`config.mk`:
```
export PLATFORM = sky130hd
export DESIGN_NAME = mod_counter_ctrl
export DESIGN_NICKNAME = d
export VERILOG_FILES = /design/src/rtl/mod_counter_ctrl.sv
export SDC_FILE = /design/constraint.sdc
export NUM_CORES = 1
export LEC_CHECK = 0
export BUFFER_PORTS_ARGS = -buffer_cell sky130_fd_sc_hd__buf_2
export CAP_MARGIN = 20
export CORE_UTILIZATION = 60
export CTS_CLUSTER_DIAMETER = 60
export DETAILED_ROUTE_END_ITERATION = 16
export GPL_TIMING_DRIVEN = 0
export PLACE_DENSITY_LB_ADDON = 0.25
export SETUP_SLACK_MARGIN = 0.4
export SYNTH_ARGS = -nofsm -noshare
export SYNTH_HDL_FRONTEND = slang
export SYNTH_SLANG_ARGS = --single-unit
```
`constraint.sdc`:
```
create_clock -name clk -period 4.1 [get_ports clk]
set_clock_uncertainty 0.15 [all_clocks]
set_input_delay 0.82 -clock clk [delete_from_list [all_inputs] [get_ports clk]]
set_output_delay 0.82 -clock clk [all_outputs]
set_load 0.01 [all_outputs]
```
`src/rtl/mod_counter_ctrl.sv`:
```
// rtl/mod_counter_ctrl.sv - programmable modulo-N counter controller with prescaler, one-shot mode and wrap reporting
module mod_counter_ctrl #(
    parameter int WIDTH = 8,
    parameter int PW    = 4,
    parameter int WRAPW = 8
) (
    input  logic             clk,
    input  logic             rst,
    input  logic             start,
    input  logic             stop,
    input  logic             pause,
    input  logic             cfg_we,
    input  logic [WIDTH-1:0] cfg_period,
    input  logic [PW-1:0]    cfg_presc,
    input  logic             cfg_oneshot,
    input  logic             irq_clr,
    output logic [WIDTH-1:0] count,
    output logic             busy,
    output logic             tc,
    output logic             irq,
    output logic [WRAPW-1:0] wraps,
    output logic             cfg_err
);

    localparam logic [1:0] S_IDLE   = 2'd0;
    localparam logic [1:0] S_RUN    = 2'd1;
    localparam logic [1:0] S_PAUSED = 2'd2;

    logic [1:0]       state;
    logic [PW-1:0]    psc_cnt;
    logic [WIDTH-1:0] period_r;
    logic [PW-1:0]    presc_r;
    logic             oneshot_r;

    logic cfg_ok;
    logic run_en;
    logic tick;
    logic wrap;

    // stop and start override counting, so a tick only happens on an undisturbed RUN cycle
    always_comb begin
        cfg_ok = cfg_we && (state == S_IDLE) && (cfg_period != '0);
        run_en = (state == S_RUN) && !stop && !start && !pause;
        tick   = run_en && (psc_cnt == presc_r);
        wrap   = tick && (count == period_r - WIDTH'(1));
    end

    assign busy = (state == S_RUN) || (state == S_PAUSED);

    always_ff @(posedge clk or posedge rst) begin
        if (rst) begin
            state     <= S_IDLE;
            count     <= '0;
            psc_cnt   <= '0;
            period_r  <= WIDTH'(2);
            presc_r   <= '0;
            oneshot_r <= 1'b0;
            tc        <= 1'b0;
            irq       <= 1'b0;
            wraps     <= '0;
            cfg_err   <= 1'b0;
        end else begin
            tc      <= wrap;
            cfg_err <= cfg_we && !cfg_ok;

            if (cfg_ok) begin
                period_r  <= cfg_period;
                presc_r   <= cfg_presc;
                oneshot_r <= cfg_oneshot;
            end

            // a wrap on the same cycle as irq_clr keeps the flag set
            if (wrap)
                irq <= 1'b1;
            else if (irq_clr)
                irq <= 1'b0;

            if (stop) begin
                state   <= S_IDLE;
                count   <= '0;
                psc_cnt <= '0;
            end else if (start) begin
                state   <= S_RUN;
                count   <= '0;
                psc_cnt <= '0;
                wraps   <= '0;
            end else begin
                case (state)
                    S_IDLE: ;
                    S_RUN: begin
                        if (pause) begin
                            state <= S_PAUSED;
                        end else if (tick) begin
                            psc_cnt <= '0;
                            if (wrap) begin
                                count <= '0;
                                if (wraps != '1)
                                    wraps <= wraps + WRAPW'(1);
                                if (oneshot_r)
                                    state <= S_IDLE;
                            end else begin
                                count <= count + WIDTH'(1);
                            end
                        end else begin
                            psc_cnt <= psc_cnt + PW'(1);
                        end
                    end
                    S_PAUSED: begin
                        if (!pause)
                            state <= S_RUN;
                    end
                    default: state <= S_IDLE;
                endcase
            end
        end
    end

endmodule

```
## Word-level counts from Yosys, hierarchy flattened

Cells that the tools add are included.
Widths: inputs -> output; s select.

- Register bits: 38
- Logic and storage cells: 80

- Add/sub/neg operators: 4
- Eq/ne operators: 12
- Muxes and demuxes: 27
- Bitwise logic cells: 1
- Reduce and logical (&&, ||, !) cells: 26

Operators with widths:

| operator | number |
|---|---|
| $mux 8 | 12 |
| $mux 4 | 5 |
| $add 8x1->8 const B | 2 |
| $ne 5x5->1 const B | 3 |
| $mux 2 | 7 |
| $reduce_bool 2->1 | 5 |
| $eq 8x8->1 | 1 |
| $logic_and 1x1->1 | 8 |
| $ne 8x8->1 const B | 1 |
| $reduce_bool 8->1 | 1 |
| $sub 8x1->8 const B | 1 |
| $ne 3x3->1 const B | 2 |
| $pmux 2 s3 | 1 |
| $reduce_and 6->1 | 1 |
| $reduce_bool 3->1 | 2 |
| $reduce_and 5->1 | 1 |
| $add 4x1->4 const B | 1 |
| $eq 4x4->1 | 1 |
| $logic_not 1->1 | 4 |
| $ne 4x4->1 const B | 1 |
| $reduce_and 3->1 | 1 |
| $eq 2x1->1 const B | 1 |
| $eq 2x2->1 const B | 1 |
| $logic_not 2->1 | 1 |
| other kinds (5) | 6 |

## Logic depth before layout (Yosys ltp)

Gate-level depths: netlist of run 1.

- Word-level depth: 12
- Depth in mapped cells: 9
- Gate-level depth less buffers: 8

## Worst setup path after synthesis of run 1

Ideal clock, no wire load.

- Kind: input port to flip-flop
- From: input port start
- To: register state[0]
- Arrival time: 2.201 ns
- Required time: 3.830 ns
- Slack: 1.629 ns
- Cell stages on the path: 6
- Path through: nor2_1 > nand3_1 > nor4_4 > o311ai_4 > or3_1 > o211a_1

- Word-level cells in the longest chain between the ends: 7
- Elaborated cells between the ends (all ways): 13

Ends and longest elaborated chain:

| item | line | source |
|---|---|---|
| start: declaration | 9 | `input logic start,` |
| $logic_not 1->1 | 43 | `run_en = (state == S_RUN) && !stop && !start && !pause;` |
| $logic_and 1x1->1 (2 in a row) | 43 |  |
| $logic_and 1x1->1 | 44 | `tick = run_en && (psc_cnt == presc_r);` |
| $logic_and 1x1->1 | 45 | `wrap = tick && (count == period_r - WIDTH'(1));` |
| $ne 5x5->1 (no line) | - |  |
| $reduce_and 5->1 (no line) | - |  |
| end signal: assignment | 52 | `state <= S_IDLE;` |
| end signal: assignment | 79 | `state <= S_IDLE;` |
| end signal: assignment | 83 | `state <= S_RUN;` |
| end: declaration | 29 | `logic [1:0] state;` |

Several ways; a longest one is shown, not always the timed one.
A chain may end at the register's enable or synchronous reset.

## Worst setup path in the final report of run 1

Same ends and word-level chain as after synthesis.

==> results of run 1 <==
==> cells in the mapped netlist, types with 2 or more instances <==
library cell	n
a21oi_1	12
nor3_2	2
a221o_1	3
inv_1	10
a31oi_1	4
xnor2_2	3
nor2b_1	2
nand4_1	5
a32oi_1	2
xor2_1	10
and4_1	2
and3_1	6
nand2b_1	9
o211a_1	2
clkbuf_1	5
dfrtp_1	37
xnor2_1	6
o211ai_1	3
or2_2	2
nand3_1	11
nor4_1	3
nor3_1	7
nor2_1	19
o21ai_0	7
ha_1	7
o311ai_1	2
buf_2	2
mux2_2	11
nor3b_1	2
nand2_1	15
==> power groups by stage <==
| stage | logic, mW | registers, mW | clock network, mW |
|---|---|---|---|
| final | 0.183 | 0.441 | 0.263 |
| after global routing | 0.201 | 0.444 | 0.288 |
| after CTS | 0.183 | 0.440 | 0.269 |
| after detailed placement | 0.180 | 0.447 | 0 |
| after global placement | 0.174 | 0.445 | 0 |
| after floorplan | 0.136 | 0.440 | 0 |
==> cell families (layout without fill, tap and decap cells) <==
logic type                 count (synthesis)  count (layout)
AOI/OAI and AO/OA                         47              47
xor gates and xnor gates                  19              19
adders and majority gates                  7               7
buffers and inverters                     18              65
DFF                                       38              38
muxes                                     11              11
and+or+nand+nor                           94              94
==> area by class of cell <==
class / count / area (um2)
plain buffers: 8 / 32.5
fillers: 282 / 1020
multi-input cells: 178 / 1280
clock inverters: 1 / 5.00
well taps: 48 / 60.1
inverters: 10 / 37.5
flip-flops and latches: 38 / 952
repair buffers: 39 / 195
clock buffers: 7 / 86.3
==> how the worst max path moves through the flow <==
stage                           start  endpoint  slack [ps]  cells past startpoint
after floorplan                 start  state[0]        1630                      6
after global placement          start  state[0]        1180                      7
after detailed placement        start  state[0]        1180                      7
after CTS                 period_r[1]  wraps[1]        1480                      8
after global routing      period_r[1]  count[6]        1340                      8
final                           start  state[0]        1460                      7
==> per-layer routing <==
metal	routed length, um	vias up
li1	-	944
met3	220	7
met5	0	-
met1	2200	977
met2	2460	51
met4	55	0
==> registers in the layout, indices dropped and copies added (netlist names) <==
| name | cells |
|---|---|
| oneshot_r | 1 |
| irq | 1 |
| state | 2 |
| wraps | 8 |
| presc_r | 4 |
| cfg_err | 1 |
| tc | 1 |
| psc_cnt | 4 |
| period_r | 8 |
| count | 8 |
==> through the flow <==
stage | std cells | instance area (um2) | setup slack, ps | util (%)
final | 329 | 2650 | 1460 | 72.2
after CTS | 329 | 2650 | 1480 | 72.2
after floorplan | 234 | 2300 | 1630 | -
after detailed placement | 321 | 2550 | 1180 | 69.8
after global placement | 321 | 2550 | 1180 | 69.8
after global routing | 329 | 2650 | 1340 | 72.2
==> results by group, run 1 <==
Run status
  – Status: complete, no violations

Yosys
  – Simple-gate area share of the yosys netlist: 23.2%
  – Post-Synthesis Cell Area: 0.00230 mm2
  – Synth unique cells: 53
  – Post-synthesis xor/xnor area fraction: 8.22%
  – Post-synth top area cell: dfrtp_1
  – Top post-synthesis cells by area: dfrtp_1 (40%), mux2_2 (5.4%), ha_1 (3.8%)
  – Yosys Warn Count: 0
  – Largest family of logic cells by synthesized area: simple AND/OR/NAND/NOR gates
  – Synth Area in Adders: 3.81%
  – Number of synthesized register bits: 38
  – Yosys top cell area share: 40.3%
  – Mux contribution to synthesized area: 5.39%
  – EDFF count, synth: 0
  – Syn avg cell area: 9.82 um2
  – Synth async-reset ratio: 100%
  – Register area share after synthesis: just over 40%
  – Compound-Gate Fraction of Synth Area: 14.9%
  – Post-Syn Nets: approximately 260
  – Ys flop type: dfrtp_1
  – Synthesized instance count: 234

Clocking
  – H-tree level count: 2
  – Skew-Pair Late Insertion Delay: between 200 and 300 ps
  – Deepest clock path buffer count: 2
  – Post-CTS Setup Bufs: 0
  – Clk sinks: 38
  – CTS tree: yes
  – Clock transition at path regs: 80 ps
  – Cts hold-fix bufs: 0
  – Number of cells upsized or downsized after cts: 0
  – Total CTS buffers: 5
  – Root Driver: clkbuf_8

Routing
  – Final wirelength: roughly 5000 um
  – DR vias/cell: 6.02
  – Drt pass-1 iters: 4
  – Via count: 1979
  – Detailed-route DRC error count: 0
  – Mean routed wirelength per cell: 15.0 um
  – Antenna violation net count after detailed routing: 0
  – Iter 0 DRT Violations: around 110

Placement
  – Gpl congestion: between 0.7 and 0.8
  – I/O Buffers: 39
  – Post-DP HPWL: 3540 um

STA
  – Final Hold Violating Endpoints: 0
  – Setup TNS: 0 ps
  – Minimum clock period: 2640 ps
  – Setup violators final: 0
  – Worst slew margin: 47.3%
  – Worst-Margin Slew: just under 800 ps
  – Max Fclk: 0.379 GHz
  – Hold Slack: ~380 ps
  – Fin. max-slew vios: 0
  – Tcrit/Tclk final: 64.4%
  – RSZ-0062 raised after global routing: false

Worst setup path
  – Crit path max-delay family: simple AND/OR/NAND/NOR gates
  – WP data arrival: 2670 ps
  – Reg2reg setup slack: 1470 ps
  – CP max stage cell: nor2_1
  – CP endpoint kind: register
  – Worst Setup Start Kind: primary input
  – R2r startpoint: period_r[1]
  – Worst R2R Path Depth: 8
  – Worst path cell trace: buf_2 -> nor2_1 -> nand3_1 -> nor4_4 -> o311ai_4 -> or3_1 -> o211a_1
  – Crit-path max cell delay: a little under 400 ps
  – Crit path buf inv count: 1
  – FF-to-FF End: wraps[1]
  – Req. time, crit path: 4130 ps
  – CP Class: primary input to register
  – Crit path max fanout: 8

Worst hold path
  – Hold Crit Class: register to register
  – WHS Path Cells: 1
  – Endpoint, Worst Hold: oneshot_r
  – Hold path start: oneshot_r

Pwr
  – P_sw: 0.266 mW
  – Power, Total: 0.886 mW
  – Cell-internal power: 0.620 mW
  – Worst IR Drop VDD: between 0.2 and 0.3 mV
  – Leak Pwr: 1.21 nW
  – Part of the power in registers: 49.7%
  – Comb pwr share: ~21%
  – P per Cell Area: roughly 340 mW/mm2
  – Clock share of power: between 20% and 30%
  – Switching share of power: approximately 30%

Global route
  – Global route hottest layer: met2
  – Global-route wire length before repair: 8400 um
  – GR Util met3: 5.36%
  – Vias in the first global route: 1868
  – Met2 usage: 44.0%
  – Largest net degree at the start of global routing: 39
  – Initial antenna violation count: 0
  – Grt total ovfl: 0
  – Met1 Use GR: 34.6%
  – GRT Overall Usage: between 20% and 30%

Layout
  – Most common cell after layout, fill and taps aside: buf_2
  – ANT cells: 0
  – Most frequent cells in the layout: buf_2 (41), dfrtp_1 (37), nor2_1 (19), nand2_1 (15), a21oi_1 (12)
  – Share of post-route cells with drive strength above 1: 26.3%
  – Area grow syn2layout: 15.1%
  – Nets: 307

Floorplanning
  – Die Wd: approximately 64 um
  – Die height: 63.9 um
  – Std cell rows: 22
  – Die area: 0.00408 mm2
  – Initial Util: 62.8%
  – I/O pin count: 40
  – Core ar.: 0.00366 mm2

Flow run
  – Max Cap Viol: 0
Note: power is estimated with default switching activity, not from simulation.
==> inputs of run 2 (changes only) <==
Settings changed: CORE_UTILIZATION 60 to 56.
Clock period 4.1 ns to 2.7 ns, I/O delays scaled along.
==> run 2 against run 1 <==
  * Register-to-register slack got worse by 1200 ps
  * Setup slack got worse by 1200 ps
  * Sequential share of layout area down 1.9 points
  * First-iteration DRC count rose by 59%
  * Combinational power is 77% higher
  * Non-clock buffer count increased by 7
  * Worst hold slack lost 130 ps
  * Cell count up 2.1%
  * Die area up 6.9%
  * Sequential power rose by 52%
  * Core utilization up 1.3 points
  * Highest routed layer unchanged
==> results by group, run 2 (synthesized netlist as in run 1, its figures left out) <==
Routing
  – Mean routed wirelength per cell: approximately 16 um
  – Detailed-route DRC error count: 0
  – DR vias/cell: between 5 and 6
  – Final wirelength: 5240 um
  – Via count: 1994
  – Drt pass-1 iters: 4
  – Iter 0 DRT Violations: 178
  – Antenna violation net count after detailed routing: 0

Clocking
  – Clock transition at path regs: 80 ps
  – Cts hold-fix bufs: 0
  – Skew-Pair Late Insertion Delay: 290 ps
  – Deepest clock path buffer count: 2
  – CTS tree: yes
  – Root Driver: clkbuf_8
  – Total CTS buffers: 5
  – Clk sinks: 38
  – H-tree level count: 2

STA
  – Max Fclk: about 0.41 GHz
  – Final Hold Violating Endpoints: 0
  – RSZ-0062 raised after global routing: true
  – Setup violators final: 0
  – Setup TNS: 0 ps
  – Minimum clock period: 2470 ps
  – Tcrit/Tclk final: 91.3%
  – Hold Slack: 250 ps
  – Worst slew margin: 47.2%
  – Fin. max-slew vios: 0
  – Worst-Margin Slew: 791 ps

Layout
  – Most frequent cells in the layout: buf_2 (40), dfrtp_1 (37), nor2_1 (18), nand2_1 (15)
  – Largest regs: count (8), period_r (8), wraps (8)
  – ANT cells: 0
  – Nets: 314
  – Area grow syn2layout: 21.6%
  – Footprint of the multi-input gates: 0.00137 mm2
  – Share of post-route cells with drive strength above 1: 32.3%
  – Layout fillers: 266
  – FF/Latch Area: roughly 950 um2
  – Final instance area: around 0.0028 mm2
  – Layout Cells excl Fill: 336
  – Layout Utilization: 73.6%
  – Most common cell after layout, fill and taps aside: buf_2

Worst setup path
  – CP endpoint kind: register
  – FF-to-FF End: state[0]
  – Reg2reg setup slack: 230 ps
  – Worst R2R Path Depth: 8
  – Worst Setup Start Kind: register
  – R2r startpoint: period_r[1]
  – Req. time, crit path: 2730 ps
  – Crit path max fanout: 7
  – CP Class: register to register
  – WP data arrival: 2490 ps

Floorplanning
  – Die Wd: 66.1 um
  – Initial Util: 60.5%
  – Core ar.: 0.00380 mm2
  – I/O pin count: 40
  – Die area: 0.00436 mm2
  – Std cell rows: 22
  – Die height: about 66 um

Pwr
  – Part of the power in registers: 47.6%
  – Leak Pwr: roughly 1.3 nW
  – P per Cell Area: 504 mW/mm2
  – Worst IR Drop VDD: ~0.53 mV
  – Clock share of power: around 29%
  – Switching share of power: 31.3%
  – P_sw: 0.442 mW
  – Cell-internal power: approximately 0.97 mW
  – Comb pwr share: 23.0%

Flow run
  – Max Cap Viol: 0

Placement
  – Gpl congestion: 0.855
  – I/O Buffers: 39
  – # placed instances: 321
  – Post-DP Area: 0.00257 mm2
  – Post-DP HPWL: around 3400 um

Global route
  – Vias in the first global route: around 1900
  – GRT Overall Usage: 26.6%
  – Grt total ovfl: 0
  – Global-route wire length before repair: between 8000 and 9000 um
  – Largest net degree at the start of global routing: 39
  – Initial antenna violation count: 0

Run status
  – Status: complete, no violations

Worst hold path
  – Hold Crit Class: primary input to async pin
==> run 2: changes by cell type in the layout (fill, tap and decap cells not counted), moves of 2 or more <==
cell | previous run | this run
nor3_4 | 0 | 2
nor3_2 | 2 | 0
buf_4 | 0 | 7
inv_1 | 9 | 7
inv_2 | 1 | 3
o311ai_1 | 2 | 0
o311ai_2 | 0 | 2
==> run 2: stage by stage <==
step	setup slack [ps]	power [mW]
final	234	1.41
after global routing	151	1.48
after CTS	295	1.39
after detailed placement	191	0.949
after global placement	221	0.941
after floorplan	387	0.877
==> run 2: area by class of cell <==
cell class | instances | area share, %
Clock inverter | 1 | 0.179
Tap cell | 48 | 2.15
Timing Repair Buffer | 46 | 8.86
Inverter | 10 | 1.34
Sequential cell | 38 | 34.1
Clock buffer | 7 | 3.09
Buffer | 8 | 1.43
Multi-Input combinational cell | 178 | 48.9
==> run 2: worst max path at each step <==
stage | start | endpoint | depth (start not counted)
floorplan | period_r[1] | wraps[0] | 8
global placement | start | state[0] | 7
detailed placement | start | count[3] | 7
CTS | period_r[1] | count[3] | 8
global route | period_r[1] | count[1] | 9
finish | period_r[1] | state[0] | 8
==> run 2: power groups by stage <==
stage / combinational [mW] / sequential, mW / clock, mW
after floorplan: 0.209 / 0.668 / 0
after global placement: 0.266 / 0.675 / 0
after detailed placement: 0.272 / 0.676 / 0
after CTS: 0.303 / 0.668 / 0.416
after global routing: 0.354 / 0.679 / 0.444
final: 0.324 / 0.672 / 0.414
==> run 2: routing by layer <==
metal / share of wire, % / track usage (%) / up-vias / wire [um]
met5: 0 / 0 / - / 0
met2: 50 / 43.9 / 64 / 2590
met4: 1.5 / 7.18 / 0 / 81
li1: - / - / 961 / -
met3: 4.4 / 3.97 / 11 / 232
met1: 44 / 36.3 / 958 / 2330
==> run 2: repair_timing <==
item                                    4_1_cts  5_1_grt
pin swaps                                     4        9
buffers inserted                              4        3
resized for setup                             9        8
endpoints found under the setup margin       23       24
==> run 2: critical path, cell delays in order (launching register included) <==
cell      delay (ps)
dfstp_2          540
inv_2             50
ha_4             250
xor2_1           140
nand3_1          130
nor4_4           250
o311ai_4         230
or3_1            380
o211a_1          220
==> inputs of run 3 (changes only) <==
Settings changed: SETUP_SLACK_MARGIN 0.4 to unset.
==> run 3 against run 2 <==
  * Sequential share of layout area up 1.7 points
  * Core utilization down 3.5 points
  * Non-clock buffer count fell by 7
  * Clock power up 1%
  * Critical path depth is the same
  * Die area is the same
  * Combinational power fell by 13%
  * Design area shrank 4.7%
  * Setup slack got worse by 100 ps
  * Clock-buffer cell count down 1
  * Via count fell by 0.15%
  * Critical path type unchanged
  * Critical endpoint is now wraps[1]
  * Largest cell class unchanged
  * Highest routed layer unchanged
==> results by group, run 3 (synthesized netlist as in run 1, its figures left out) <==
STA
  – Hold Slack: 239 ps
  – Minimum clock period: 2570 ps
  – Crit path setup slack, layout: 132 ps
  – RSZ-0062 raised after global routing: false
  – Final Hold Violating Endpoints: 0
  – Fin. max-slew vios: 0
  – Worst-Margin Slew: roughly 800 ps
  – Max Fclk: between 0.3 and 0.4 GHz
  – Worst slew margin: 46.3%
  – Setup TNS: 0 ps
  – Tcrit/Tclk final: between 90% and 100%
  – Setup violators final: 0

Pwr
  – Worst IR Drop VDD: 0.358 mV
  – Power, Total: about 1.4 mW
  – Leak Pwr: roughly 1.2 nW
  – P per Cell Area: approximately 510 mW/mm2

Layout
  – Largest regs: count (8), period_r (8), wraps (8)
  – Nets: approximately 310
  – Layout Cells excl Fill: 329
  – Share of post-route cells with drive strength above 1: between 20% and 30%
  – ANT cells: 0
  – Most common cell after layout, fill and taps aside: buf_2
  – Most frequent cells in the layout: buf_2 (41), dfrtp_1 (37), nor2_1 (19), nand2_1 (15), a21oi_1 (12)
  – Area grow syn2layout: 15.9%
  – Final instance area: 0.00266 mm2
  – Layout Utilization: 70.1%

Worst setup path
  – Worst path cell trace: inv_1 -> ha_1 -> nor3b_2 -> and3_1 -> o211a_1 -> o311ai_4 -> nor3_4 -> a221o_1
  – Worst Setup Start Kind: register
  – Worst R2R Path Depth: 8
  – Crit path max fanout: 8
  – CP max stage cell: dfstp_2
  – Reg2reg setup slack: 130 ps
  – FF-to-FF End: wraps[1]
  – Crit-path max cell delay: 540 ps
  – R2r startpoint: period_r[1]
  – Req. time, crit path: roughly 2700 ps
  – CP Class: register to register
  – WP data arrival: 2600 ps
  – CP endpoint kind: register

Global route
  – Grt total ovfl: 0
  – Global route hottest layer: met2
  – Initial antenna violation count: 0
  – GR Util met3: 5.69%
  – Largest net degree at the start of global routing: 39
  – Met1 Use GR: 33.5%
  – Vias in the first global route: 1832
  – GRT Overall Usage: 25.3%
  – Met2 usage: 40.4%
  – Global-route wire length before repair: approximately 8400 um

Routing
  – Detailed-route DRC error count: 0
  – Drt pass-1 iters: 4
  – DR vias/cell: 6.05
  – Via count: 1991
  – Antenna violation net count after detailed routing: 0
  – Mean routed wirelength per cell: 15.0 um
  – Iter 0 DRT Violations: 120
  – Final wirelength: ~4900 um

Placement
  – Post-DP HPWL: 3530 um
  – # placed instances: around 320
  – I/O Buffers: 39
  – Pre-CTS setup slack: 57.6 ps
  – Gpl congestion: 0.846
  – Post-DP Area: 0.00255 mm2

Clocking
  – Total CTS buffers: 5
  – Root Driver: clkbuf_8
  – Deepest clock path buffer count: 2
  – Clk sinks: 38
  – Skew-Pair Late Insertion Delay: 300 ps
  – Clock transition at path regs: 90 ps
  – CTS tree: yes
  – H-tree level count: 2
  – Cts hold-fix bufs: 0

Floorplanning
  – Core ar.: 0.00380 mm2
  – Die Wd: 66.1 um
  – I/O pin count: 40
  – Die area: around 0.0044 mm2
  – Die height: 66.1 um
  – Std cell rows: 22
  – Initial Util: 60.5%

Worst hold path
  – Hold Crit Class: primary input to async pin

Run status
  – Status: complete, no violations

Flow run
  – Max Cap Viol: 0
==> run 3: changes by cell type in the layout (fill, tap and decap cells not counted), moves of 2 or more <==
cell and delta:
o311ai_1 +2, o311ai_2 -2, inv_1 +2, inv_2 -2, buf_4 -7
==> run 3: how the worst max path moves through the flow <==
stage               end  cells after the start   startpoint
2_1_floorplan  wraps[0]                      8  period_r[1]
3_3_place_gp   wraps[0]                      8  period_r[1]
3_5_place_dp   wraps[5]                      7        start
4_1_cts        wraps[0]                      8  period_r[1]
5_1_grt        wraps[0]                      8  period_r[1]
6_report       wraps[1]                      8  period_r[1]
==> run 3: what timing repair did <==
item / 4_1_cts / 5_1_grt
setup buffers: 0 / 0
setup endpoints to repair: 0 / 14
resized for setup: 0 / 3
endpoints found under the hold margin: 0 / 0
==> run 3: area by class of cell <==
class,count,area (um2)
buffer,8,32.5
clock buffer,6,82.6
clock inverter,2,12.5
fill,292,1130
inverter,10,37.5
multi-input combinational,178,1290
sequential,38,952
tap,48,60.1
timing repair buffer,39,195
==> run 3: layer usage <==
| layer | vias to the layer above | part of all wire, % |
|---|---|---|
| met5 | - | 0 |
| met4 | 0 | 1.7 |
| met3 | 10 | 5.5 |
| met2 | 68 | 46 |
| met1 | 970 | 46 |
| li1 | 943 | - |
==> run 3: critical path, delay by kind of cell, from the launching register on <==
family	cells	cell delay, ps
DFF	1	540
adders and majority gates	1	200
buffers and inverters	1	50
AOI/OAI and AO/OA	3	1040
and+or+nand+nor	3	470
==> run 3: where the power goes <==
part | switching, mW | total, mW | internal [mW] | leakage [nW]
sequential | 0.0539 | 0.668 | 0.614 | 0.493
combinational | 0.159 | 0.281 | 0.122 | 0.671
clock | 0.213 | 0.418 | 0.205 | 0.0472
total | 0.425 | 1.37 | 0.942 | 1.21
